## config.mk

```make
export PLATFORM = sky130hd
export DESIGN_NAME = mem_access
export DESIGN_NICKNAME = d
export VERILOG_FILES = /design/src/rtl/mem_access.sv
export SDC_FILE = /design/constraint.sdc
export NUM_CORES = 1
export LEC_CHECK = 0
export CORE_MARGIN = 2
export CORE_UTILIZATION = 50
export CTS_CLUSTER_DIAMETER = 30
export DETAILED_ROUTE_END_ITERATION = 6
export PLACE_DENSITY = 0.82
export SLEW_MARGIN = 10
export SYNTH_ARGS = -nofsm -noshare
export SYNTH_HDL_FRONTEND = slang
export SYNTH_SLANG_ARGS = --single-unit
```

## constraint.sdc

```tcl
create_clock -name clock -period 17.45 [get_ports clock]
set_input_delay 2.6175 -clock clock [delete_from_list [all_inputs] [get_ports clock]]
set_output_delay 2.6175 -clock clock [all_outputs]
set_load 0.02 [all_outputs]
```

## src/rtl/mem_access.sv

```systemverilog
// Memory stage between execute and complete: non-memory ops pass through, loads and
// stores run a req/gnt/rvalid transaction, loads are lane-aligned and sign/zero-extended.
module mem_access #(
    parameter int unsigned XLEN        = 32,
    parameter int unsigned MEM_TIMEOUT = 64
) (
    input  logic            clock,
    input  logic            reset,
    input  logic            in_valid,
    output logic            in_ready,
    input  logic [XLEN-1:0] in_alu_result,
    input  logic [XLEN-1:0] in_NPC,
    input  logic            in_take_branch,
    input  logic [4:0]      in_dest_reg_idx,
    input  logic            in_rd_mem,
    input  logic            in_wr_mem,
    input  logic [1:0]      in_mem_size,
    input  logic            in_rd_unsigned,
    input  logic [XLEN-1:0] in_rs2_value,
    output logic            mem_req,
    output logic            mem_we,
    output logic [XLEN-1:0] mem_addr,
    output logic [3:0]      mem_be,
    output logic [XLEN-1:0] mem_wdata,
    input  logic            mem_gnt,
    input  logic            mem_rvalid,
    input  logic [XLEN-1:0] mem_rdata,
    output logic            out_valid,
    output logic [4:0]      out_dest_reg_idx,
    output logic            out_take_branch,
    output logic [XLEN-1:0] out_NPC,
    output logic [XLEN-1:0] out_result,
    output logic            out_fault
);

    typedef enum logic [1:0] {IDLE, REQ, WAIT_LD} state_t;

    state_t          state_q;
    logic [31:0]     cnt_q;
    logic [XLEN-1:0] res_q, npc_q;
    logic [4:0]      dest_q;
    logic            tb_q, uns_q;
    logic [1:0]      size_q, lane_q;
    logic            mem_req_q, mem_we_q;
    logic [XLEN-1:0] mem_addr_q, mem_wdata_q;
    logic [3:0]      mem_be_q;
    logic            out_valid_q, out_tb_q, out_fault_q;
    logic [4:0]      out_dest_q;
    logic [XLEN-1:0] out_npc_q, out_result_q;

    logic            is_mem, misaligned;
    logic [3:0]      be_d;
    logic [XLEN-1:0] wdata_d, lane_word, load_d;

    always_comb begin
        is_mem     = in_rd_mem | in_wr_mem;
        misaligned = ((in_mem_size == 2'b01) && in_alu_result[0]) ||
                     (in_mem_size[1] && (in_alu_result[1:0] != 2'b00));
        case (in_mem_size)
            2'b00:   be_d = 4'b0001 << in_alu_result[1:0];
            2'b01:   be_d = 4'b0011 << in_alu_result[1:0];
            default: be_d = 4'b1111;
        endcase
        wdata_d   = in_rs2_value << {in_alu_result[1:0], 3'b000};
        // Shift the addressed lane down to bit 0, then extend from its MSB.
        lane_word = mem_rdata >> {lane_q, 3'b000};
        case (size_q)
            2'b00:   load_d = {{(XLEN-8){~uns_q & lane_word[7]}}, lane_word[7:0]};
            2'b01:   load_d = {{(XLEN-16){~uns_q & lane_word[15]}}, lane_word[15:0]};
            default: load_d = lane_word;
        endcase
    end

    always_ff @(posedge clock or posedge reset) begin
        if (reset) begin
            state_q      <= IDLE;
            cnt_q        <= '0;
            res_q        <= '0;
            npc_q        <= '0;
            dest_q       <= '0;
            tb_q         <= 1'b0;
            uns_q        <= 1'b0;
            size_q       <= '0;
            lane_q       <= '0;
            mem_req_q    <= 1'b0;
            mem_we_q     <= 1'b0;
            mem_addr_q   <= '0;
            mem_wdata_q  <= '0;
            mem_be_q     <= '0;
            out_valid_q  <= 1'b0;
            out_tb_q     <= 1'b0;
            out_fault_q  <= 1'b0;
            out_dest_q   <= '0;
            out_npc_q    <= '0;
            out_result_q <= '0;
        end else begin
            out_valid_q <= 1'b0;
            case (state_q)
                IDLE: begin
                    if (in_valid) begin
                        if (!is_mem || misaligned) begin
                            out_valid_q  <= 1'b1;
                            out_fault_q  <= is_mem;
                            out_dest_q   <= is_mem ? 5'd0 : in_dest_reg_idx;
                            out_tb_q     <= in_take_branch;
                            out_npc_q    <= in_NPC;
                            out_result_q <= in_alu_result;
                        end else begin
                            res_q       <= in_alu_result;
                            npc_q       <= in_NPC;
                            dest_q      <= in_dest_reg_idx;
                            tb_q        <= in_take_branch;
                            uns_q       <= in_rd_unsigned;
                            size_q      <= in_mem_size;
                            lane_q      <= in_alu_result[1:0];
                            mem_req_q   <= 1'b1;
                            mem_we_q    <= in_wr_mem;
                            mem_addr_q  <= {in_alu_result[XLEN-1:2], 2'b00};
                            mem_be_q    <= be_d;
                            mem_wdata_q <= wdata_d;
                            state_q     <= REQ;
                        end
                    end
                end
                REQ: begin
                    if (mem_gnt) begin
                        mem_req_q <= 1'b0;
                        if (mem_we_q) begin
                            out_valid_q  <= 1'b1;
                            out_fault_q  <= 1'b0;
                            out_dest_q   <= dest_q;
                            out_tb_q     <= tb_q;
                            out_npc_q    <= npc_q;
                            out_result_q <= res_q;
                            state_q      <= IDLE;
                        end else begin
                            cnt_q   <= '0;
                            state_q <= WAIT_LD;
                        end
                    end
                end
                WAIT_LD: begin
                    if (mem_rvalid) begin
                        out_valid_q  <= 1'b1;
                        out_fault_q  <= 1'b0;
                        out_dest_q   <= dest_q;
                        out_tb_q     <= tb_q;
                        out_npc_q    <= npc_q;
                        out_result_q <= load_d;
                        state_q      <= IDLE;
                    end else if ((MEM_TIMEOUT != 0) && (cnt_q == MEM_TIMEOUT - 1)) begin
                        out_valid_q  <= 1'b1;
                        out_fault_q  <= 1'b1;
                        out_dest_q   <= '0;
                        out_tb_q     <= tb_q;
                        out_npc_q    <= npc_q;
                        out_result_q <= res_q;
                        state_q      <= IDLE;
                    end else begin
                        cnt_q <= cnt_q + 32'd1;
                    end
                end
                default: state_q <= IDLE;
            endcase
        end
    end

    assign in_ready         = (state_q == IDLE);
    assign mem_req          = mem_req_q;
    assign mem_we           = mem_we_q;
    assign mem_addr         = mem_addr_q;
    assign mem_be           = mem_be_q;
    assign mem_wdata        = mem_wdata_q;
    assign out_valid        = out_valid_q;
    assign out_dest_reg_idx = out_dest_q;
    assign out_take_branch  = out_tb_q;
    assign out_NPC          = out_npc_q;
    assign out_result       = out_result_q;
    assign out_fault        = out_fault_q;

endmodule
```

# Yosys cells after proc, flatten, opt, wreduce, memory -nomap -nowiden
# Cells that the tools add are included.
# classes
addsub	1
mul	0
n_div	0
magnitude_cmp	0
n_eq_ne	14
shift	4
n_mux	61
bitwise_logic	5
n_reduce_logical	17
# op_table
op	count
32-bit two-way mux	16
32-bit case mux with 3 select lines	2
32-bit case mux with 2 select lines	2
5-bit two-way mux	7
32-bit by 1-bit adder with 32-bit output (second input constant)	1
32-bit by 6-bit == test with 1-bit output (second input constant)	1
32-bit by 5-bit left shift with 32-bit output	1
32-bit by 5-bit right shift with 32-bit output	1
1-bit two-way mux	21
5-bit case mux with 3 select lines	1
2-bit inequality test (second input constant)	7
2-bit two-way mux	6
1-bit case mux with 3 select lines	3
4-bit case mux with 2 select lines	1
4-bit AND reduction	2
2-bit by 1-bit == test with 1-bit output (second input constant)	3
2-bit zero test	3
2-bit case mux with 3 select lines	1
6-bit AND reduction	1
2-bit nonzero test	3
5-bit AND reduction	1
1-bit by 2-bit left shift with 4-bit output (first input constant)	1
2-bit by 2-bit left shift with 4-bit output (first input constant)	1
3-bit inequality test (second input constant)	1
11 further kinds	15
# totals
ff_bits	249
latchBits	0
ram_bits	0
mem_bits_ro	0
inputBits	144
out_inout_bits	143
elab_cells	122
memories	0

# Longest topological paths before layout
# Gate-level depths: netlist of run 1.
# depth
word_depth	7
depth_mapped	9
mapped_depth_nobuf	7

# Worst setup path after synthesis of run 1
# No wires, ideal clock.
# synth_timing
kind	input to register
startpoint	input port in_alu_result[0]
endpoint	register mem_be_q[3] (netlist: mem_be[3])
setup_time_ns	0.126
arrival_ns	4.004
required_ns	17.324
path_slack_ns	13.320
cell_stages	6
n_path_buf	2
cell_sequence	o21a_1 a211oi_2 nand3_1 clkbuf_1 clkbuf_1 a221o_1
# synth_between
elab_chain_len	6
word_cells_on_any_way	10
cone_classes	shift: 2; mux: 1; bitwise: 1; reduce/logical: 6
# synth_lines
item	line	rtl
start: declaration	11	input logic [XLEN-1:0] in_alu_result,
2-bit nonzero test	58	(in_mem_size[1] && (in_alu_result[1:0] != 2'b00));
1-bit logical AND	58	
1-bit logical OR	57	misaligned = ((in_mem_size == 2'b01) && in_alu_result[0]) ||
1-bit logical OR	101	if (!is_mem || misaligned) begin
1-bit NOT (no source line)	--	
3-bit AND reduction (no source line)	--	
end signal: assignment	89	mem_be_q <= '0;
end signal: assignment	119	mem_be_q <= be_d;
end: declaration	46	logic [3:0] mem_be_q;
# Several ways; a longest one is shown, not always the timed one.
# A chain may end at the register's enable or synchronous reset.

# Final worst setup path of run 1
# layout_timing
startpoint	input port in_alu_result[1]
endpoint	register out_tb_q (netlist: out_take_branch)
# layout_between
elab_chain_len	6
# layout_lines
item	line	rtl
2-bit nonzero test	58	
1-bit logical AND	58	
1-bit logical OR	57	
1-bit logical OR	101	
2-bit by 1-bit inequality test with 1-bit output (no source line)	--	
6-bit AND reduction (no source line)	--	
end signal: assignment	105	out_tb_q <= in_take_branch;
end signal: assignment	132	out_tb_q <= tb_q;
end signal: assignment	147	out_tb_q <= tb_q;
end: declaration	47	logic out_valid_q, out_tb_q, out_fault_q;
# No other way between the ends.

==> results of run 1 <==
==> layer usage <==
layer	vias up	global-route usage, %	wire, um
met5	-	0	16
met4	2	12.3	1380
li1	4071	-	-
met2	363	44.6	15700
met3	92	7.43	2380
met1	4413	35.3	13400
==> state kept, by name (all words and copies together) (netlist names) <==
signal	count
out_dest_reg_idx	5
mem_be	4
cnt_q	32
mem_req	1
res_q	32
mem_wdata	32
out_fault	1
out_result	32
size_q	2
out_valid	1
uns_q	1
mem_we	1
npc_q	32
dest_q	5
state_q	2
tb_q	1
out_take_branch	1
out_NPC	32
==> area by class of cell <==
| class | count | area (um^2) | area share, % |
|---|---|---|---|
| Sequential cell | 217 | 5430 | 34.3 |
| Multi-Input combinational cell | 649 | 5290 | 33.4 |
| Timing Repair Buffer | 292 | 2900 | 18.3 |
| Clock buffer | 58 | 1330 | 8.40 |
| Clock inverter | 30 | 469 | 2.96 |
| Tap cell | 280 | 350 | 2.21 |
| Inverter | 18 | 75.1 | 0.474 |
==> stage by stage <==
stage	util [%]	power [uW]	hold slack [ps]	cell area [um^2]
2_1_floorplan	-	1790	474	11100
3_3_place_gp	64.6	2280	463	14000
3_5_place_dp	64.6	2320	465	14000
4_1_cts	72.8	3350	481	15800
5_1_grt	72.8	3470	501	15800
6_report	72.8	3330	475	15800
==> synth_stat cells, types with 9 or more instances <==
| cell type | number |
|---|---|
| mux2i_1 | 33 |
| mux2_4 | 56 |
| dfrtp_1 | 217 |
| inv_1 | 18 |
| a22o_1 | 14 |
| nor2_1 | 50 |
| nand4_1 | 9 |
| a21oi_1 | 43 |
| nor4_1 | 15 |
| buf_2 | 10 |
| o31ai_1 | 14 |
| xnor2_1 | 13 |
| a222oi_1 | 16 |
| mux2_2 | 136 |
| nand3_1 | 19 |
| nand2_1 | 64 |
| clkbuf_1 | 40 |
| or3_1 | 12 |
| o21ai_0 | 47 |
| nor2b_1 | 11 |
==> worst paths after layout <==
path / endpoint / depth (start not counted) / slack, ps
min: mem_wdata[17]$_DFFE_PP0P_ / 2 / 480
min reg2reg: mem_wdata[17]$_DFFE_PP0P_ / 2 / 480
min in group asynchronous: mem_wdata[0]$_DFFE_PP0P_ / 2 / 2680
max reg2reg: out_take_branch$_DFFE_PP0P_ / 7 / 13640
max in group asynchronous: mem_wdata[29]$_DFFE_PP0P_ / 3 / 13100
max: out_take_branch$_DFFE_PP0P_ / 8 / 12030
==> placed cells by master, fill, tap and decap left out, types with 9 or more instances in the layout <==
cell type / n
clkdlybuf4s50_1: 283
dfrtp_1: 217
mux2_2: 136
nand2_1: 64
mux2_4: 56
nor2_1: 49
clkbuf_16: 49
o21ai_0: 46
a21oi_1: 43
mux2i_1: 33
nand3_1: 18
inv_1: 17
a222oi_1: 16
nor4_1: 14
o31ai_1: 14
a22o_1: 14
xnor2_1: 13
or3_1: 12
nor2b_1: 11
bufinv_16: 10
nand4_1: 9
==> critical path: stages <==
cell             delay [ps]
clkdlybuf4s50_1         400
buf_4                   270
o21a_1                  230
a211oi_2                430
o21ai_0                 220
nand3_4                 330
buf_4                   840
mux2_2                  420
==> cells by family after synthesis <==
kind of cell	share of synthesized area, %
xor+xnor	1.11
fa+ha+maj	0.565
buf+inv	3.47
other cells	0.0339
mux	24.6
compound gates	11.2
flops	49.0
simple gates	9.99
==> power groups by stage <==
stage	registers (uW)	clock network, uW	logic, uW
2_1_floorplan	1030	0	755
3_3_place_gp	870	0	1410
3_5_place_dp	877	0	1440
4_1_cts	880	1010	1460
5_1_grt	909	1030	1530
6_report	885	997	1450
==> flow_summary.json, run 1 <==
{
  "hold_start": "mem_wdata[17]$_DFFE_PP0P_",
  "via_count": 8941,
  "ant_nets": 0,
  "max_cap_violations": 0,
  "clock_path_buffers": 3,
  "n_antenna_cell": 0,
  "drc": 0,
  "powerDensity_nw_per_um2": 210,
  "cp_max_fo": 55,
  "critPathArrivalTime_ps": 5840,
  "cts_tree": "yes",
  "start_util_pct": 50.9,
  "period_share_pct": 31.1,
  "core_um2": 21800,
  "seq_power_share_pct": 26.6,
  "async_reset_ff_share_pct": 100,
  "grt_antenna_before_repair": 1,
  "ys_types": 57,
  "die_w_um": 153,
  "cp-end-kind": "flip-flop",
  "grt_pass1_wl_mm": 51.8,
  "rsz0062_at_grt": "no",
  "drive_above_1_share_pct": 23.7,
  "cts_buffers": 47,
  "placed_cells": 1456,
  "syn_to_final_growth_pct": 43.0,
  "max-slew-margin-rel_pct": 11.9,
  "grt_util_all_layers_pct": 27.7,
  "routedWlPerCell_um": 21.3,
  "yosysTopAreaCell": "dfrtp_1",
  "crit_type": "input pin to flip-flop",
  "synth_flop_cell": "dfrtp_1",
  "finClkSkew_ps": 25.5,
  "port_buffers": 284,
  "grt_overflow": 0,
  "ys_warn_count": 0,
  "cts-resized-gates": 0,
  "root_buffer": "clkbuf_16",
  "p_sw_share_pct": 34.7,
  "place_ws_ps": 11530,
  "yosysTopAreaCellShare_pct": 49.0,
  "grt_pass1_vias": 9264,
  "ys_seq_area_share_pct": 49.0,
  "max_slew.worst_pin.slew_ps": 1320,
  "fin_crit_ps": 5420,
  "hold_buffers": 0,
  "avgSynthCellArea_um2": 11.7,
  "clock_sinks": 217,
  "finalNetCount": 1374,
  "clkTransAtPathRegs_ps": 50,
  "leakage_uw": 0.00680,
  "critPathRequiredTime_ps": 17870,
  "setup_viol": 0,
  "clkPwrFrac_pct": 29.9,
  "hold_path_class": "flip-flop to flip-flop",
  "syn_area_um2": 11100,
  "nFillCells": 1483,
  "fmax_mhz": 184,
  "die_h_um": 153,
  "intPower_uw": 2180,
  "drtPass1Iterations": 6,
  "wl_mm": 32.9,
  "gp_congestion": 0.882,
  "syn_inst": 948,
  "finalNonFillerCells": 1544,
  "cts_htree_levels": 2,
  "vias_per_cell": 5.79,
  "p_switching_uw": 1150,
  "num_rows": 54,
  "report.final.slew_viol_count": 0,
  "synth.top_cells.by_area": "dfrtp_1 49%, mux2_2 14%, mux2_4 7.6%",
  "dieArea_um2": 23400,
  "dpl.hpwl_mm": 21.9,
  "setup_ws_ps": 12030,
  "ir_drop_v": 0.000138,
  "power.share.combinational_pct": 43.5,
  "cts_setup_buffers": 0,
  "hold_violations": 0,
  "ioPinCount": 287,
  "status": "complete, no violations",
  "synth_edf_count": 0,
  "ys_seq_elements": 217,
  "timing.rr.start": "state_q[0]$_DFFE_PP0P_",
  "grt_max_degree": 140,
  "critPathLaunch": "in_alu_result[1]",
  "drt_iter0_drc": 678,
  "cp-start-kind": "input pin",
  "timing.setup.tns_ps": 0,
  "clk_latency_ps": 540
}
(Power assumes the default switching activity.)
==> run 2: changes to the inputs <==
--- a/config.mk
+++ b/config.mk
@@ -6,10 +6,10 @@
 export NUM_CORES = 1
 export LEC_CHECK = 0
 export CORE_MARGIN = 2
-export CORE_UTILIZATION = 50
+export CORE_UTILIZATION = 45
 export CTS_CLUSTER_DIAMETER = 30
 export DETAILED_ROUTE_END_ITERATION = 6
-export PLACE_DENSITY = 0.82
+export PLACE_DENSITY = 0.78
 export SLEW_MARGIN = 10
 export SYNTH_ARGS = -nofsm -noshare
 export SYNTH_HDL_FRONTEND = slang
==> constraint.sdc (replaced) <==
create_clock -name clock -period 4.5 [get_ports clock]
set_input_delay 0.675 -clock clock [delete_from_list [all_inputs] [get_ports clock]]
set_output_delay 0.675 -clock clock [all_outputs]
set_load 0.02 [all_outputs]
==> run 2 against run 1 <==
The run now ends with design-rule violations left. Sequential power rose to 3.8 times the previous value. Cell area grew 0.67%. Critical path type is now flip-flop to flip-flop. Worst hold slack better by 1.2 ps. Global-route usage down 2.6 points. Highest routed layer is now met4. Clock power rose to 3.7 times the previous value. Utilization fell by 7.0 points. Largest cell class unchanged.
==> flow_summary.json, run 2 (same netlist as run 1, synthesis figures left out) <==
{
  "status": "complete, but fails checks",
  "violations": "design-rule violations",
  "cts_buffers": 51,
  "dpl.hpwl_mm": 22.1,
  "core_um2": 24200,
  "setup_ws_ps": 1310,
  "nFillCells": 1847,
  "timing.setup.tns_ps": 0,
  "ir_drop_v": 0.000556,
  "fmax_mhz": 314,
  "die_h_um": 161,
  "leakage_uw": 0.00684,
  "whs_ps": 477,
  "max_stage_delay_ps": 1040,
  "grt_overflow": 0,
  "report.final.slew_viol_count": 0,
  "place_ws_ps": 1220,
  "cts_setup_buffers": 0,
  "clkTransAtPathRegs_ps": 50,
  "gp_congestion": 0.854,
  "drt_iter0_drc": 683,
  "routedWlPerCell_um": 20.4,
  "finalNetCount": 1386,
  "ioPinCount": 287,
  "via_count": 8907,
  "fin_crit_ps": 3190,
  "start_util_pct": 45.7,
  "hold_violations": 0,
  "grt_util_all_layers_pct": 25.1,
  "grt_antenna_before_repair": 2,
  "cp-start-kind": "flip-flop",
  "num_rows": 57,
  "hold_path_class": "flip-flop to flip-flop",
  "crit_type": "flip-flop to flip-flop",
  "clock_path_buffers": 3,
  "final_core_utilization_pct": 65.8,
  "path_cells": "inv_1 > ha_2 > nand3_1 > nor3b_1 > a222oi_1 > nand2_1 > mux2_4",
  "setup_viol": 0,
  "hold_buffers": 0,
  "seqCellArea_um2": 5430,
  "multi_input_area_um2": 5290,
  "cts_tree": "yes",
  "vias_per_cell": 5.55,
  "period_share_pct": 70.8,
  "grt_pass1_vias": 9173,
  "max_cap_violations": 0,
  "drc": 10,
  "clock_sinks": 217,
  "dieArea_um2": 25900,
  "cts-resized-gates": 0,
  "finClkSkew_ps": 16.4,
  "drive_above_1_share_pct": 24.3,
  "powerDensity_nw_per_um2": 799,
  "root_buffer": "clkbuf_16",
  "cts_htree_levels": 2,
  "cp-end-kind": "flip-flop",
  "wl_mm": 32.6,
  "mostFrequentLayoutCells": "283 x clkdlybuf4s50_1, 217 x dfrtp_1, 136 x mux2_2",
  "cp_max_fo": 24,
  "port_buffers": 284,
  "crit_family": "simple AND/OR/NAND/NOR gates",
  "clk_latency_ps": 550,
  "layout_commonest_cell": "clkdlybuf4s50_1",
  "grt_max_degree": 91,
  "syn_to_final_growth_pct": 44.0,
  "grt_pass1_wl_mm": 51.5,
  "drtPass1Iterations": 7,
  "rsz0062_at_grt": "no",
  "cp_num_buf_inv": 1,
  "slowest_stage": "nor3b_1",
  "max_slew.worst_pin.slew_ps": 1160,
  "critPathRequiredTime_ps": 4980,
  "die_w_um": 161,
  "critPathArrivalTime_ps": 3660,
  "max-slew-margin-rel_pct": 22.5,
  "ant_nets": 0
}
run 2: metrics by stage:
| stage | cell area (um^2) | power, uW | instances |
|---|---|---|---|
| 2_1_floorplan | 11100 | 6940 | 949 |
| 3_3_place_gp | 14200 | 8900 | 1508 |
| 3_5_place_dp | 14200 | 9030 | 1508 |
| 4_1_cts | 15900 | 12800 | 1602 |
| 5_1_grt | 15900 | 13400 | 1603 |
| 6_report | 15900 | 12700 | 1604 |
run 2: routing by layer:
metal	vias up	track usage, %	part of all wire [%]
met5	-	0	0
met4	0	9.25	2.9
met3	70	7.02	8.0
met2	345	40.4	47
met1	4392	32.5	42
li1	4100	-	-
run 2: worst reg2reg max path, delay by kind of cell (launching register included):
family	cells	cell delay (ps)
multiplexers	1	150
AND/OR/NAND/NOR	3	1590
flip-flops	1	400
AO/OA/AOI/OAI	1	250
buffers and inverters	1	90
adder cells (fa/ha/maj)	1	630
run 2: area by class of cell:
class | instances | area share [%]
inverters | 18 | 0.447
multi-input cells | 649 | 33.2
clock buffers | 59 | 8.44
repair buffers | 300 | 18.9
clock inverters | 35 | 2.48
flip-flops and latches | 217 | 34.0
well taps | 324 | 2.54
diodes | 2 | 0.0314
run 2: final timing paths:
kind                                           start                    endpoint  slack [ps]  depth (start not counted)
hold reg to reg            mem_wdata[19]$_DFFE_PP0P_   mem_wdata[19]$_DFFE_PP0P_         480                          2
setup reg to reg              state_q[0]$_DFFE_PP0P_  out_result[23]$_DFFE_PP0P_        1310                          7
min in group asynchronous                      reset  out_result[21]$_DFFE_PP0P_         750                          2
hold / removal             mem_wdata[19]$_DFFE_PP0P_   mem_wdata[19]$_DFFE_PP0P_         480                          2
setup / recovery              state_q[0]$_DFFE_PP0P_  out_result[23]$_DFFE_PP0P_        1310                          7
max in group asynchronous                      reset   mem_wdata[14]$_DFFE_PP0P_        2750                          3
run 2: where the power goes:
part	total (uW)	internal, uW	switching (uW)
clock network	3700	2460	1240
registers	3400	2820	586
logic	5650	2960	2690
total	12700	8240	4510
